==> src/rtl/jtcop_pkg.sv <==
// Shared definitions for the object path: page geometry and the object DMA state encoding.
package jtcop_pkg;

    localparam int OBJ_AW = 10;

    typedef enum logic [1:0] {
        DMA_IDLE  = 2'd0,
        DMA_COPY  = 2'd1,
        DMA_DRAIN = 2'd2,
        DMA_ARMED = 2'd3
    } dma_state_t;

endpackage

==> src/rtl/jtcop_obj_dma.sv <==
// Object DMA: copies one object RAM page into the hidden half of the double-buffered
// object table, then swaps banks at the next vertical blank start.
module jtcop_obj_dma
    import jtcop_pkg::*;
#(
    parameter int AW = OBJ_AW,
    parameter int DW = 16
)(
    input  logic          clk,
    input  logic          rst,
    input  logic          cen,
    input  logic          LVBL,
    input  logic          obj_copy,
    input  logic          mixpsel,
    output logic [AW:0]   src_addr,
    input  logic [DW-1:0] src_data,
    output logic [AW:0]   dst_addr,
    output logic [DW-1:0] dst_data,
    output logic          dst_we,
    output logic          bank,
    output logic          busy
);

    localparam logic [AW-1:0] LAST_IDX = {AW{1'b1}};

    dma_state_t    state_q;
    logic          obj_copy_l_q;
    logic          lvbl_l_q;
    logic          page_q;
    logic          bank_q;
    logic          busy_q;
    logic [AW-1:0] idx_q;
    logic          valid_q;
    logic [AW-1:0] idx_p_q;
    logic          dst_bank_q;

    logic copy_edge;
    logic lvbl_fall;
    logic issue;

    assign copy_edge = obj_copy & ~obj_copy_l_q;
    assign lvbl_fall = lvbl_l_q & ~LVBL;
    assign issue     = (state_q == DMA_COPY) && cen;

    // The write-side bank bit rides in the pipeline so dst_addr is all-zero out of reset.
    always_ff @(posedge clk) begin
        if (rst) begin
            state_q      <= DMA_IDLE;
            obj_copy_l_q <= 1'b1;
            lvbl_l_q     <= 1'b1;
            page_q       <= 1'b0;
            bank_q       <= 1'b0;
            busy_q       <= 1'b0;
            idx_q        <= '0;
            valid_q      <= 1'b0;
            idx_p_q      <= '0;
            dst_bank_q   <= 1'b0;
        end else begin
            obj_copy_l_q <= obj_copy;
            lvbl_l_q     <= LVBL;
            valid_q      <= issue;
            if (issue) begin
                idx_q      <= idx_q + 1'b1;
                idx_p_q    <= idx_q;
                dst_bank_q <= ~bank_q;
            end
            case (state_q)
                DMA_IDLE: begin
                    if (copy_edge) begin
                        page_q  <= mixpsel;
                        idx_q   <= '0;
                        busy_q  <= 1'b1;
                        state_q <= DMA_COPY;
                    end
                end
                DMA_COPY: begin
                    if (issue && idx_q == LAST_IDX) begin
                        state_q <= DMA_DRAIN;
                    end
                end
                DMA_DRAIN: begin
                    busy_q  <= 1'b0;
                    state_q <= DMA_ARMED;
                end
                DMA_ARMED: begin
                    // A fresh request beats the pending swap and refills the same hidden bank.
                    if (copy_edge) begin
                        page_q  <= mixpsel;
                        idx_q   <= '0;
                        busy_q  <= 1'b1;
                        state_q <= DMA_COPY;
                    end else if (lvbl_fall) begin
                        bank_q  <= ~bank_q;
                        state_q <= DMA_IDLE;
                    end
                end
                default: state_q <= DMA_IDLE;
            endcase
        end
    end

    assign src_addr = {page_q, idx_q};
    assign dst_addr = {dst_bank_q, idx_p_q};
    assign dst_data = valid_q ? src_data : '0;
    assign dst_we   = valid_q;
    assign bank     = bank_q;
    assign busy     = busy_q;

endmodule

==> config.mk <==
export PLATFORM = sky130hd
export DESIGN_NAME = jtcop_obj_dma
export DESIGN_NICKNAME = d
export VERILOG_FILES = /design/src/rtl/jtcop_pkg.sv /design/src/rtl/jtcop_obj_dma.sv
export SDC_FILE = /design/constraint.sdc
export NUM_CORES = 1
export LEC_CHECK = 0
export ABC_CLOCK_PERIOD_IN_PS = 2750
export BUFFER_PORTS_ARGS = -buffer_cell sky130_fd_sc_hd__buf_2
export CORE_UTILIZATION = 38
export CTS_CLUSTER_DIAMETER = 50
export DETAILED_ROUTE_END_ITERATION = 10
export PLACE_DENSITY = 0.68
export RECOVER_POWER = 25
export SLEW_MARGIN = 15
export SYNTH_ARGS = -nofsm -noshare
export SYNTH_HDL_FRONTEND = slang
export SYNTH_SLANG_ARGS = --single-unit
export TNS_END_PERCENT = 5
==> constraint.sdc <==
create_clock -name clk -period 2.75 [get_ports clk]
set_input_delay 0.825 -clock clk [delete_from_list [all_inputs] [get_ports clk]]
set_output_delay 0.825 -clock clk [all_outputs]
set_load 0.1 [all_outputs]
# Yosys cells after proc, flatten, opt, wreduce, memory -nomap -nowiden
# Index checks and enable logic that the tools add are counted.
# totals
regBits,29
in_bits,22
out_inout_bits,41
wordCells,45
# op_classes
addsub,1
eq_ne,8
mux,11
bitwise_logic,6
n_reduce_logical,9
# ops
cell,n
two-way mux 10 bit,3
two-way mux 16 bit,1
"adder 10 x 1 -> 10 bit, second input constant",1
"equality test 10 bit, second input constant",1
two-way mux 2 bit,4
one-hot mux 2 bit (4 select lines),1
AND reduction 3 bit,2
"equality test 2 bit, second input constant",2
"inequality test 2 x 1 -> 1 bit, second input constant",2
inverter 1 bit,4
AND reduction 2 bit,2
"inequality test 3 bit, second input constant",1
AND 1 bit,2
"equality test 2 x 1 -> 1 bit, second input constant",1
logical AND 1 bit,2
logical NOT 2 bit,1
"inequality test 2 bit, second input constant",1
one-hot mux 1 bit (2 select lines),1
nonzero test 2 bit,1
OR reduction 2 bit,1
two-way mux 1 bit,1

# Longest topological paths before layout
# depth
depth_word,5
ltp_mapped,7

# Worst setup path before layout
# No wires, ideal clock.
# synth_timing
path_kind,reg2out
start,"register valid_q, in the netlist dst_we"
end,output dst_data[10]
arrival_time_ns,2.026
path_slack_ns,-0.101
stages_incl_launch_ff,3
n_path_buf,1
cell_sequence,dfxtp_1 clkbuf_1 and2_1
# synth_via
elab_chain_cells,1
# synth_rtl
item,line_no,text
"start, declared",jtcop_obj_dma.sv:33,logic valid_q;
"start signal, assigned",jtcop_obj_dma.sv:61,valid_q <= issue;
two-way mux 16 bit,jtcop_obj_dma.sv:104,assign dst_data = valid_q ? src_data : '0;
"end, declared",jtcop_obj_dma.sv:18,"output logic [DW-1:0] dst_data,"
# Every way passes these cells.

# Worst setup path after layout
# layout_timing
start,"register valid_q, in the netlist dst_we"
end,output dst_data[14]
# The elaborated chain is that of the path after synthesis.

==> impl_metrics.yaml <==
layout:
  post-route-util: 0.510
  num-nets-final: 246
  drive_gt1_frac: 0.356
  n_antenna_cell: 0
  synthToLayoutAreaGrowth_pct: 28.3
floorplanning:
  dieArea_sq_um: 3730
  start_util: 0.398
  fp.dieW_um: 61.1
  core_sq_um: 3340
  fp-row-count: 21
  die_h_um: 61.1
  ios: 63
pwr:
  p_sw_frac: 0.424
  switchingPower_mw: 0.478
  pwr-share-seq: 0.416
  clockPowerShare: 0.214
  ir_drop_mv: 0.327
  p_leak_nw: 0.815
  p_int_mw: 0.650
  cellPowerDensity_nw_per_um2: 662
  power.share.combinational: 0.371
clocking:
  cts_buffer_depth: 2
  cts_sinks: 29
  cts_tree: "built"
  insertion_delay_ps: 330
  cts_root_buf: "clkbuf_4"
  cts_htree_levels: 2
  post_cts_resized: 0
  clk_pin_slew_ps: 90
  cts_buffers: 5
  postCtsSetupRepairBufs: 0
  hold_buffers: 0
timing:
  fin_crit_ps: 2340
  setup_viol: 0
  post-route-period-util: 0.849
  whs_ps: 459
  skew_ps: 8.15
  finalHoldViolCount: 0
  relSlewSlack: 0.405
  fmaxAchievable_mhz: 428
  worst_slew_pin_slew_ps: 892
  rsz0062_at_grt: "false"
  slew_viol_final: 0
grt:
  grt_pass1_wl_um: 4250
  gr-total-overflow: 0
  grt_usage: 0.160
  grt_pass1_vias: 955
  antenna_found_initial: 0
  grt_start_max_net_pins: 22
worst_setup_path:
  worstSetupPathType: "flip-flop to primary output"
  critPathSlowestCell: "dfxtp_1"
  path_max_fanout: 17
  cp-start-kind: "flip-flop"
  end_kind: "primary output"
  required_ps: 1930
  crit_chain: "and2_1 -> buf_2"
  cp.arrival_ps: 1510
  slowest_delay_ps: 550
synth:
  yosysWarningCount: 0
  syn_avg_cell_area_sq_um: 8.40
  synth_cell_types: 30
  synth_most_common_cell: "dfxtp_1"
  synth-seq-cells: 29
  netlist_area_sq_um: 1330
  ys.flop_type: "dfxtp_1"
  synthTopCellsByArea: "dfxtp_1 (44%), and2_1 (8.0%), nand2_1 (7.9%), a21oi_1 (6.4%), ha_1 (5.7%)"
  synth_top_cell_area_share: 0.437
  yosysSeqAreaShare: 0.437
  synthTopCellsByCount: "dfxtp_1 (29), nand2_1 (28), a21oi_1 (17), and2_1 (17), nor2_1 (15)"
  synth_edf_count: 0
  synthCells: 158
  synth.net_count: 186
  yosysTopAreaCell: "dfxtp_1"
  synthArstFlopShare: 0
routing:
  drt_iter0_markers: 34
  post_drt_wl_per_cell_um: 11.0
  wl_um: 2920
  route.detailed.drc: 0
  ant_nets: 0
  viasPerCell: 4.54
  firstDrtPassIters: 4
  vias: 1203
placed_design:
  gp_congestion: 0.779
  port_buffers: 62
  dp_hpwl_um: 2140
worst_hold_path:
  hold_class: "flip-flop to flip-flop"
outcome:
  status: "finished clean"
run:
  drv_cap: 0
registers in the layout, indices dropped and copies added (netlist names):
signal	count
dst_bank_q	1
idx_q	10
bank	1
state_q	2
page_q	1
idx_p_q	10
busy	1
obj_copy_l_q	1
lvbl_l_q	1
dst_we	1
layer usage:
layer | vias up | share of wire | global-route usage
met1 | 539 | 0.49 | 0.207
met4 | 0 | 0.012 | 0.0584
met2 | 29 | 0.46 | 0.241
met5 | - | 0 | 0
met3 | 4 | 0.044 | 0.0630
li1 | 631 | - | -
area by class of cell:
type | count | area (sq um)
clock inverters | 2 | 10.0
fillers | 342 | 1630
well taps | 46 | 57.6
clock buffers | 6 | 41.3
repair buffers | 62 | 309
inverters | 2 | 7.51
multi-input cells | 118 | 697
flip-flops and latches | 29 | 581
power groups by stage:
stage	registers [mW]	logic (mW)	clock network, mW
floorplan	0.523	0.314	0
global placement	0.477	0.417	0
detailed placement	0.478	0.422	0
CTS	0.468	0.422	0.255
global route	0.473	0.448	0.272
finish	0.469	0.418	0.241
worst max-delay path: cells and delay by family (launching register included):
family	cells	cell delay, ps
buffers and inverters	1	430
and+or+nand+nor	1	210
DFF	1	550
per-stage QoR:
step	worst slack [ps]	instances	total power [mW]	TNS, ps	instance area (sq um)
after global routing	274	265	1.19	0	1700
after global placement	478	257	0.894	0	1660
after CTS	393	265	1.15	0	1710
after floorplan	-101	158	0.837	-910	1330
after detailed placement	470	257	0.900	0	1660
final	415	265	1.13	0	1700
cell families after synthesis:
kind of cell,Yosys count,synth area share
DFF,29,0.437
and+or+nand+nor,79,0.296
buffers and inverters,11,0.0368
AOI/OAI and AO/OA,22,0.0943
adders and majority gates,6,0.0565
muxes,3,0.0264
xor gates and xnor gates,8,0.0528
cells in the final DEF (no fill, tap or decap):
cell type  instances
buf_2             61
nand2_1           29
dfxtp_1           29
a21oi_1           17
and2_1            16
nor2_1            15
xor2_1             6
ha_1               6
clkbuf_4           5
nand3_1            4
or2_2              3
inv_1              2
nor2b_1            2
o21ai_0            2
or3_1              2
xnor2_1            2
mux2i_1            2
clkbuf_1           2
clkinv_2           2
and2_2             1
nor3_1             1
and3_2             1
nand2b_1           1
nand3_2            1
o41ai_2            1
o21ai_1            1
mux2_4             1
nand4b_1           1
o21ai_2            1
or3_4              1
nand4_1            1
final timing paths:
kind | slack (ps) | endpoint | cells after the start | startpoint
max | 410 | dst_data[14] | 2 | dst_we
min | 460 | idx_p_q[9] | 2 | idx_p_q[9]
max reg2reg | 640 | idx_q[8] | 6 | state_q[1]
min reg2reg | 460 | idx_p_q[9] | 2 | idx_p_q[9]
(Power assumes the default switching activity.)
